## src/rtl/ex_muldiv_pkg.sv

```systemverilog
// Shared types and constants for the EX-stage multiply/divide sequencer.
package ex_muldiv_pkg;

  localparam int WIDTH_DEF = 16;
  localparam int CNT_W_DEF = 4;

  localparam logic [1:0] OP_NONE = 2'b00;
  localparam logic [1:0] OP_MUL  = 2'b01;
  localparam logic [1:0] OP_DIV  = 2'b10;

  localparam logic MODE_MUL = 1'b0;
  localparam logic MODE_DIV = 1'b1;

  typedef enum logic [1:0] {
    IDLE    = 2'b00,
    MUL_RUN = 2'b01,
    DIV_RUN = 2'b10,
    DONE    = 2'b11
  } state_t;

endpackage

```

## src/rtl/ex_muldiv_ctrl_step.sv

```systemverilog
// One iteration of the shared datapath: shift-add multiply or restoring divide.
module muldiv_step
  import ex_muldiv_pkg::*;
#(
  parameter int WIDTH = WIDTH_DEF
) (
  input  logic                 mode,
  input  logic [2*WIDTH-1:0]   acc,
  input  logic [WIDTH-1:0]     opnd,
  output logic [2*WIDTH-1:0]   acc_next
);

  logic [WIDTH:0]       sum_s;
  logic [2*WIDTH-1:0]   shl_s;
  logic [WIDTH:0]       diff_s;
  logic                 ge_s;

  // Multiply keeps {partial, multiplier} and shifts right; divide keeps {rem, quo} and shifts left.
  always_comb begin
    sum_s    = {1'b0, acc[2*WIDTH-1:WIDTH]} + (acc[0] ? {1'b0, opnd} : {(WIDTH+1){1'b0}});
    shl_s    = {acc[2*WIDTH-2:0], 1'b0};
    diff_s   = {1'b0, shl_s[2*WIDTH-1:WIDTH]} - {1'b0, opnd};
    // The bit shifted out of rem is its (W+1)th bit, so it alone guarantees rem >= divisor.
    ge_s     = acc[2*WIDTH-1] | ~diff_s[WIDTH];
    acc_next = acc;
    if (mode == MODE_MUL) begin
      acc_next = {sum_s, acc[WIDTH-1:1]};
    end else if (ge_s) begin
      acc_next = {diff_s[WIDTH-1:0], shl_s[WIDTH-1:1], 1'b1};
    end else begin
      acc_next = shl_s;
    end
  end

endmodule

```

## src/rtl/ex_muldiv_ctrl.sv

```systemverilog
// Multi-cycle MUL/DIV sequencer: owns the FSM, iteration counter, operands and Hi/Lo.
module ex_muldiv_ctrl
  import ex_muldiv_pkg::*;
#(
  parameter int WIDTH = WIDTH_DEF,
  parameter int CNT_W = CNT_W_DEF
) (
  input  logic             clk,
  input  logic             rest,
  input  logic             start,
  input  logic [1:0]       op_sel,
  input  logic [WIDTH-1:0] src_a,
  input  logic [WIDTH-1:0] src_b,
  input  logic             kill,
  output logic             freeze,
  output logic             busy,
  output logic             done,
  output logic             div_zero,
  output logic [WIDTH-1:0] hi,
  output logic [WIDTH-1:0] lo
);

  state_t               state_r;
  state_t               state_nx_s;
  logic [CNT_W-1:0]     cnt_r;
  logic [2*WIDTH-1:0]   acc_r;
  logic [2*WIDTH-1:0]   acc_nx_s;
  logic [WIDTH-1:0]     opnd_r;
  logic [WIDTH-1:0]     hi_r;
  logic [WIDTH-1:0]     lo_r;
  logic                 div_zero_r;
  logic                 done_r;
  logic                 busy_r;
  logic                 op_valid_s;
  logic                 accept_s;
  logic                 run_s;
  logic                 last_s;
  logic                 mode_s;

  muldiv_step #(.WIDTH(WIDTH)) u_step (
    .mode     (mode_s),
    .acc      (acc_r),
    .opnd     (opnd_r),
    .acc_next (acc_nx_s)
  );

  // Acceptance, run-phase decode and the stall request seen by ID/EX.
  always_comb begin
    op_valid_s = (op_sel == OP_MUL) || (op_sel == OP_DIV);
    accept_s   = (state_r == IDLE) && start && op_valid_s && !kill;
    run_s      = (state_r == MUL_RUN) || (state_r == DIV_RUN);
    mode_s     = (state_r == DIV_RUN) ? MODE_DIV : MODE_MUL;
    last_s     = (cnt_r == CNT_W'(WIDTH - 1));
    freeze     = accept_s || run_s;
  end

  // Next-state logic; DONE always returns to IDLE so start is never re-sampled there.
  always_comb begin
    state_nx_s = state_r;
    case (state_r)
      IDLE: begin
        if (accept_s) begin
          state_nx_s = (op_sel == OP_MUL) ? MUL_RUN : DIV_RUN;
        end else begin
          state_nx_s = IDLE;
        end
      end
      MUL_RUN, DIV_RUN: begin
        if (kill) begin
          state_nx_s = IDLE;
        end else if (last_s) begin
          state_nx_s = DONE;
        end else begin
          state_nx_s = state_r;
        end
      end
      DONE:    state_nx_s = IDLE;
      default: state_nx_s = IDLE;
    endcase
  end

  // State register with registered status flags derived from the next state.
  always_ff @(posedge clk) begin
    if (rest) begin
      state_r <= IDLE;
      busy_r  <= 1'b0;
      done_r  <= 1'b0;
    end else begin
      state_r <= state_nx_s;
      busy_r  <= (state_nx_s == MUL_RUN) || (state_nx_s == DIV_RUN);
      done_r  <= (state_nx_s == DONE);
    end
  end

  // Operand capture, iteration datapath, and the Hi/Lo commit on the last run cycle.
  always_ff @(posedge clk) begin
    if (rest) begin
      cnt_r      <= {CNT_W{1'b0}};
      acc_r      <= {(2*WIDTH){1'b0}};
      opnd_r     <= {WIDTH{1'b0}};
      hi_r       <= {WIDTH{1'b0}};
      lo_r       <= {WIDTH{1'b0}};
      div_zero_r <= 1'b0;
    end else if (accept_s) begin
      cnt_r      <= {CNT_W{1'b0}};
      acc_r      <= {{WIDTH{1'b0}}, (op_sel == OP_MUL) ? src_b : src_a};
      opnd_r     <= (op_sel == OP_MUL) ? src_a : src_b;
      div_zero_r <= 1'b0;
    end else if (run_s && !kill) begin
      acc_r <= acc_nx_s;
      cnt_r <= cnt_r + {{(CNT_W-1){1'b0}}, 1'b1};
      if (last_s) begin
        hi_r       <= acc_nx_s[2*WIDTH-1:WIDTH];
        lo_r       <= acc_nx_s[WIDTH-1:0];
        div_zero_r <= (mode_s == MODE_DIV) && (opnd_r == {WIDTH{1'b0}});
      end
    end
  end

  assign busy     = busy_r;
  assign done     = done_r;
  assign div_zero = div_zero_r;
  assign hi       = hi_r;
  assign lo       = lo_r;

endmodule
```

## config.mk

```make
export PLATFORM = sky130hd
export DESIGN_NAME = ex_muldiv_ctrl
export DESIGN_NICKNAME = d
export VERILOG_FILES = /design/src/rtl/ex_muldiv_pkg.sv /design/src/rtl/ex_muldiv_ctrl_step.sv /design/src/rtl/ex_muldiv_ctrl.sv
export SDC_FILE = /design/constraint.sdc
export NUM_CORES = 1
export LEC_CHECK = 0
export CELL_PAD_IN_SITES_DETAIL_PLACEMENT = 0
export CELL_PAD_IN_SITES_GLOBAL_PLACEMENT = 1
export CORE_UTILIZATION = 31
export CTS_CLUSTER_DIAMETER = 60
export DETAILED_ROUTE_END_ITERATION = 16
export PLACE_DENSITY_LB_ADDON = 0.25
export SYNTH_ARGS = -nofsm -noshare
export SYNTH_HDL_FRONTEND = slang
export SYNTH_SLANG_ARGS = --single-unit
export TNS_END_PERCENT = 1
```

## constraint.sdc

```tcl
create_clock -name clk -period 3.4 [get_ports clk]
set_input_delay 0.68 -clock clk [delete_from_list [all_inputs] [get_ports clk]]
set_output_delay 0.68 -clock clk [all_outputs]
set_load 0.005 [all_outputs]
```

## After elaboration in Yosys (flattened, before gate mapping)

Index checks and enable logic that the tools add are counted.

- Word-level logic and storage cells: 55
- Register bits: 89

- Equal/unequal tests: 9
- Bitwise logic cells: 3
- Reductions and logical operators: 17
- Add/subtract/negate cells: 3
- Multiplexer cells: 13

Operator list:

| kind | number |
|---|---|
| 2-to-1 mux 16 bit | 5 |
| 2-to-1 mux 32 bit | 2 |
| adder 16 x 16 -> 17 bit | 1 |
| subtractor 16 x 16 -> 17 bit | 1 |
| zero test 16 bit | 1 |
| equality test 2 bit (second input constant) | 5 |
| 2-to-1 mux 2 bit | 4 |
| equality test 2 x 1 -> 1 bit (second input constant) | 3 |
| case mux 2 bit (3 select lines) | 1 |
| logical AND 1 bit | 5 |
| adder 4 x 1 -> 4 bit (second input constant) | 1 |
| equality test 4 bit (second input constant) | 1 |
| logical OR 1 bit | 4 |
| OR reduction 2 bit | 2 |
| AND reduction 3 bit | 1 |
| zero test 2 bit | 1 |
| NOT 1 bit | 2 |
| AND reduction 2 bit | 1 |
| nonzero test 2 bit | 1 |
| zero test 1 bit | 1 |
| 2-to-1 mux 1 bit | 1 |
| bitwise OR 1 bit | 1 |

## Logic depth before layout (Yosys ltp)

- Word-level depth: 8
- Mapped depth: 12
- Gate-level depth less buffers: 11

## Modules after synthesis

Synthesis repeated with hierarchy kept, for this count alone.

- Cells, all modules: 739
- Area, all modules: 5758.0 um^2

By module, submodules not included:

| module | times used | seq. area each (um^2) | cells an instance | area an instance (um^2) |
|---|---|---|---|---|
| ex_muldiv_ctrl | 1 | 1781.7 | 447 | 3701.0 |
| muldiv_step | 1 | 0.0 | 292 | 2057.0 |

## Worst setup path after synthesis

OpenSTA, ideal clock, no wires.

- Path type: flip-flop to flip-flop
- From: register acc_r[0]
- To: register acc_r[31]
- Setup slack: 0.695 ns
- Path buffers: 0
- Arrival: 2.582 ns
- Library setup time: 0.124 ns
- Stages on the path, launching flop included: 12
- Cells stage by stage: dfxtp_1 > and2_1 > ha_1 > fa_1 > a21oi_1 > o22ai_1 > o41ai_1 > o21ai_0 > a21oi_1 > nor2_1 > nor4_1 > a21oi_1

- Word-level cells in the longest chain between the ends: 3

RTL lines:

| item | RTL line | source |
|---|---|---|
| start, declared | ex_muldiv_ctrl.sv:26 | `logic [2*WIDTH-1:0] acc_r;` |
| start signal, assigned | ex_muldiv_ctrl.sv:99 | `acc_r <= {(2*WIDTH){1'b0}};` |
| start signal, assigned | ex_muldiv_ctrl.sv:106 | `acc_r <= {{WIDTH{1'b0}}, (op_sel == OP_MUL) ? src_b : src_a};` |
| start signal, assigned | ex_muldiv_ctrl.sv:110 | `acc_r <= acc_nx_s;` |
| 2-to-1 mux 16 bit | ex_muldiv_ctrl_step.sv:20 | `sum_s = {1'b0, acc[2*WIDTH-1:WIDTH]} + (acc[0] ? {1'b0, opnd} : {(WIDTH+1){1'b0}});` |
| adder 16 x 16 -> 17 bit | ex_muldiv_ctrl_step.sv:20 |  |
| 2-to-1 mux 32 bit | ex_muldiv_ctrl_step.sv:26 | `if (mode == MODE_MUL) begin` |

No other way between the ends.
A chain may end at the register's enable or synchronous reset.

## Worst setup path in the final report

- From: register acc_r[15]
- To: register hi_r[9] (netlist: hi[9])

- Word-level cells in the longest chain between the ends: 5

RTL lines:

| item | RTL line | source |
|---|---|---|
| subtractor 16 x 16 -> 17 bit * | ex_muldiv_ctrl_step.sv:22 | `diff_s = {1'b0, shl_s[2*WIDTH-1:WIDTH]} - {1'b0, opnd};` |
| NOT 1 bit | ex_muldiv_ctrl_step.sv:24 | `ge_s = acc[2*WIDTH-1] \| ~diff_s[WIDTH];` |
| bitwise OR 1 bit | ex_muldiv_ctrl_step.sv:24 |  |
| 2-to-1 mux 32 bit * | ex_muldiv_ctrl_step.sv:28 | `end else if (ge_s) begin` |
| 2-to-1 mux 32 bit * | ex_muldiv_ctrl_step.sv:26 |  |
| end signal, assigned | ex_muldiv_ctrl.sv:101 | `hi_r <= {WIDTH{1'b0}};` |
| end signal, assigned | ex_muldiv_ctrl.sv:113 | `hi_r <= acc_nx_s[2*WIDTH-1:WIDTH];` |
| end, declared | ex_muldiv_ctrl.sv:29 | `logic [WIDTH-1:0] hi_r;` |

Mark *: on every way between the ends. The rest lies on a longest branch, timed or not.

==> out/qor.yml <==
critical_path:
  crit_buf_inv: 1
  crit_chain: "inv_1, ha_1, fa_1, and2b_1, o31a_2, o21ai_4, o211a_4, nor2_2, mux2_2, a21oi_1, a211oi_1"
  path_delay_family: "compound AO/OA/AOI/OAI gates"
  cp.required_ps: 3630
  critical_path_class: "reg -> reg"
  cpMaxStageDelayCell: "dfxtp_1"
  critPathMaxStageDelay_ps: 400
  crit_path_max_fanout: 7
  crit_path_end_kind: "flop"
  crit_arrival_ps: 3440
  cp_num_cells: 11
  start_kind: "flop"
  r2r.worst_path.cells: 11
min_path:
  hp-class: "reg -> reg"
  hold-path-cell-count: 2
final_layout:
  fin_cells: 990
  num_antenna_cells: 0
  final_core_utilization: 0.393
  stdcell_area_um2: 7120
  area_growth_syn_to_layout_pct: 22.5
  layout-drive-gt1-share: 0.0710
  nNetsFinal: 833
  num-fill-cells: 1851
run:
  cap_viol_max_count: 0
detailed_routing:
  wl_per_cell_um: 18.3
  antenna_violating_nets_post_route: 0
  drtIter0Drc: 327
  wl_um: 18100
  firstDrtPassIters: 6
  drcViolationCount: 0
  via_per_inst: 5.50
  routed-via-count: 5445
clocking:
  cts_root_buf: "clkbuf_16"
  insertion_delay_ps: 360
  cts_made_buffers: 9
  cts_tree: "built"
  cts_post_setup_buffers_inserted: 0
  htree_levels: 3
  cts_buffer_depth: 2
  clk_pin_slew_ps: 70
  cts_sinks: 89
timing:
  finalSetupTns_ps: 0
  timing.final.crit_share: 0.944
  fmaxAchievable_mhz: 312
  rsz0062_at_grt: "false"
  maxSlewViolCount: 0
  setup_viol: 0
  finalHoldViolCount: 0
  fin_skew_ps: 9.59
  min_period_ps: 3210
  relSlewSlack: 0.577
  worstMarginPinSlew_ps: 632
placement:
  dp_hpwl_um: 13800
  gp_congestion: 0.899
  post_dp_cell_area_um2: 6800
  io_buffers: 73
  dp_cells: 974
global_routing:
  grt_pass1_wl_um: 28600
  grt_max_degree: 65
  overflow: 0
  grt_use_total: 0.191
  grt_pass1_vias: 5181
  antenna_found_initial: 0
yosys:
  synthFlopType: "dfxtp_1"
  synth_warnings: 0
  synth.top_cell.area_share: 0.306
  synthCells: 701
  syn_avg_cell_area_um2: 8.29
  synth.top_cells.by_area: "dfxtp_1 31%, a211oi_1 9.0%, mux2i_1 8.3%"
  yosys.area.top_type: "dfxtp_1"
  synth_edf_count: 0
  ys_ff_latch: 89
  netlist_area_um2: 5810
  synthesis.nets: 778
  synth_seq_area_share: 0.306
  synth-async-reset-ratio: 0
  synth_cell_types: 69
power:
  peakVddDrop_uv: 271
  power_density_nw_per_um2: 398
  leakage_nw: 2.61
  power_w: 0.00283
outcome:
  outcome: "finished clean"
die:
  core_area_um2: 18100
  start_util: 0.320
  die_area_um2: 19300
  num_rows: 49
  die_h_um: 139
  io_pins: 74
  die_w_um: 139
==> metal layers <==
metal	vias up	part of all wire	track usage
li1	2687	-	-
met1	2592	0.46	0.247
met2	139	0.48	0.317
met3	27	0.047	0.0394
met4	0	0.020	0.0608
met5	-	0	0
==> state kept, by name, indices dropped and copies added, names as in the netlist <==
signal    flops
opnd_r       16
hi           16
acc_r        32
busy          1
div_zero      1
cnt_r         4
done          1
state_r       2
lo           16
==> path summary, 6_finish.rpt <==
| check | from | slack, ps | end |
|---|---|---|---|
| max | acc_r[15]$_SDFFE_PP0P_ | 190 | hi[9]$_SDFFE_PP0P_ |
| min | hi[1]$_SDFFE_PP0P_ | 470 | hi[1]$_SDFFE_PP0P_ |
| max reg2reg | acc_r[15]$_SDFFE_PP0P_ | 190 | hi[9]$_SDFFE_PP0P_ |
| min reg2reg | hi[1]$_SDFFE_PP0P_ | 470 | hi[1]$_SDFFE_PP0P_ |
==> through the flow <==
step / hold slack, ps / setup slack [ps]
after global routing: 496 / 84.4
after global placement: 456 / 337
final: 466 / 190
after detailed placement: 464 / 245
after floorplan: 453 / 695
after CTS: 474 / 217
==> Yosys cell counts (2+ instances only) <==
library cell / count
nor3b_1: 2
o21ai_2: 3
ha_1: 37
nor2_1: 97
o21ai_0: 25
nor4_1: 6
buf_2: 5
clkbuf_1: 32
mux2_2: 3
nor3_1: 14
nand3b_1: 3
a21o_1: 9
nand2_1: 26
o211a_1: 2
dfxtp_1: 89
o31ai_1: 4
o21ai_1: 3
nor2b_1: 8
and2_1: 18
a22oi_1: 2
fa_1: 2
o22ai_1: 4
o311ai_0: 2
xor2_1: 10
o21bai_1: 2
o211ai_1: 6
a311oi_1: 5
buf_1: 5
nand4_1: 3
inv_1: 31
xnor2_1: 12
a21oi_1: 40
nand2b_1: 8
nand3_1: 9
and3_1: 8
a31oi_1: 7
a41o_1: 2
o21a_1: 8
a211oi_1: 70
mux2i_1: 48
o311ai_1: 3
==> layout make-up <==
type,instances,area (µm²),share of cell area
Clock inverter,6,98.8,0.0139
Clock buffer,10,229,0.0321
Timing Repair Buffer,88,863,0.121
Inverter,31,116,0.0163
Multi-Input combinational cell,537,3750,0.526
Sequential cell,89,1780,0.250
Tap cell,229,287,0.0402
==> cells by family (layout without fill, tap and decap cells) <==
kind of cell,count (synthesis),after routing,synth area share
simple gates,208,208,0.169
mux,51,51,0.0884
flops,89,89,0.306
compound gates,217,217,0.265
xor+xnor,22,22,0.0331
buf+inv,75,135,0.0514
fa+ha+maj,39,39,0.0865
==> placed cells by master, fill, tap and decap left out, drive strengths merged, types with 3 or more instances in the layout <==
| cell | instances |
|---|---|
| nor2 | 98 |
| dfxtp | 89 |
| clkdlybuf4s50 | 72 |
| a211oi | 71 |
| mux2i | 48 |
| a21oi | 41 |
| ha | 37 |
| inv | 34 |
| o21ai | 32 |
| nand2 | 26 |
| and2 | 18 |
| buf | 16 |
| nor3 | 14 |
| xnor2 | 12 |
| xor2 | 10 |
| a21o | 10 |
| clkbuf | 10 |
| nand3 | 9 |
| and3 | 9 |
| nand2b | 8 |
| o21a | 8 |
| nor2b | 8 |
| a31oi | 7 |
| o211ai | 7 |
| nor4 | 6 |
| a311oi | 5 |
| o311ai | 5 |
| o31ai | 4 |
| o22ai | 4 |
| nand4 | 3 |
| nand3b | 3 |
| mux2 | 3 |
| o211a | 3 |
==> report_power, final <==
group          internal, W  switching (W)  total (W)
combinational     0.000252       0.000336   0.000588
clock             0.000658       0.000476    0.00113
sequential         0.00107      0.0000374    0.00111
==> tightest hold or removal path, stage by stage, from the launching register on <==
cell,delay [ps]
dfxtp_1,320
nand2_1,50
a21oi_1,50
==> repair_timing <==
item,CTS,global route
setup endpoints to repair,0,1
hold buffers,0,0
resized for setup,0,1
Note: power is estimated with default switching activity, not from simulation.
==> RTL edit: new RTL, config.mk and constraints unchanged <==
Put one more register stage on the output `hi`, without a reset. The value now appears one clock later. The other outputs are not delayed to match.
--- a/src/rtl/ex_muldiv_ctrl.sv
+++ b/src/rtl/ex_muldiv_ctrl.sv
@@ -120,7 +120,9 @@
   assign busy     = busy_r;
   assign done     = done_r;
   assign div_zero = div_zero_r;
-  assign hi       = hi_r;
+  always_ff @(posedge clk) begin
+    hi <= hi_r;
+  end
   assign lo       = lo_r;
 
 endmodule
Function: no difference found for any inputs over 10 cycles, from zero or initial values; that may be too few to reach the edited logic, so the function may still have changed.
==> RTL edit against the original RTL <==
Sequential cell count up 16. Sequential power up 16%. Clock skew rose by 0.00054 ns. Total power is 0.28% lower. Sequential share of layout area increased by 3.3 points. Setup slack gained 0.16 ns. Cell area grew 4.4%. Non-clock buffer count down 4. Routed wire length down 2.9%. Synthesized area grew 5.1%. Final cell count is 3.8% higher.
==> RTL edit: results <==
export IMPL_first_pass_iters=4
export IMPL_outcome="complete, no violations"
export IMPL_dpl_hpwl_mm=13.4
export IMPL_worst_pin_slew_ns=0.620
export IMPL_ys_ff_latch=105
export IMPL_globalplace_congestion=0.899
export IMPL_met3_wirelength_um=785
export IMPL_synthesis_nets=785
export IMPL_yosysUniqueCellTypes=66
export IMPL_critPathMaxFanout=5
export IMPL_p_int_mw=1.99
export IMPL_p_leak_nw=2.70
export IMPL_ir_drop_uv=232
export IMPL_gr_usage_all_layers_pct=17.8
export IMPL_ys_seq_area_share_pct=34.4
export IMPL_max_stage_delay_ns=0.50
export IMPL_wl_met1_mm=8.51
export IMPL_wl_per_cell_um=17.1
export IMPL_drive_above_1_share_pct=6.64
export IMPL_met3_usage_pct=3.10
export IMPL_wl_met2_mm=7.98
export IMPL_grt_pass1_wl_mm=28.3
export IMPL_pre_cts_ws_ns=0.339
export IMPL_ys_top_cells_by_count="105 x dfxtp_1, 86 x nor2_1, 78 x a211oi_1"
export IMPL_dr_first_iter_drc_count=335
export IMPL_vias_per_cell=5.30
export IMPL_stdcell_count=1028
RTL edit: cell types whose count changed after synthesis, moves of 4 or more:
cell / unedited run / this run
a211oi_1: 70 / 78
a21oi_1: 40 / 21
a21oi_2: 0 / 5
buf_1: 5 / 9
dfxtp_1: 89 / 105
inv_1: 31 / 23
nand2_1: 26 / 34
nand2b_1: 8 / 15
nand3_1: 9 / 19
nor2_1: 97 / 86
nor3_1: 14 / 7
o22ai_1: 4 / 9
or3_1: 0 / 6
RTL edit: worst paths after layout:
| path | start | endpoint | slack (ns) | cells after the start |
|---|---|---|---|---|
| setup reg to reg | opnd_r[13] | acc_r[22] | 0.43 | 8 |
| hold reg to reg | hi_r[2] | hi[2] | 0.35 | 0 |
| setup / recovery | op_sel[1] | freeze | 0.35 | 7 |
| hold / removal | hi_r[2] | hi[2] | 0.35 | 0 |
RTL edit: power groups by stage:
stage | clock (mW) | sequential (mW) | combinational [mW]
after floorplan | 0 | 1.30 | 0.328
after global placement | 0 | 1.32 | 0.466
after detailed placement | 0 | 1.32 | 0.467
after CTS | 1.10 | 1.29 | 0.470
after global routing | 1.14 | 1.30 | 0.519
final | 1.06 | 1.29 | 0.470
RTL edit: area by class of cell:
type / count / area [um^2]
tap: 260 / 325
fill: 1992 / 11600
clock inverter: 7 / 80.1
clock buffer: 9 / 225
multi-input combinational: 539 / 3780
timing repair buffer: 84 / 833
sequential: 105 / 2100
inverter: 24 / 90.1
RTL edit: kinds of logic after synthesis:
logic type | Yosys count | synth area share (%)
simple gates | 218 | 17.3
compound gates | 206 | 24.1
flops | 105 | 34.4
buf+inv | 64 | 3.97
xor+xnor | 23 | 3.30
fa+ha+maj | 39 | 8.23
mux | 53 | 8.74
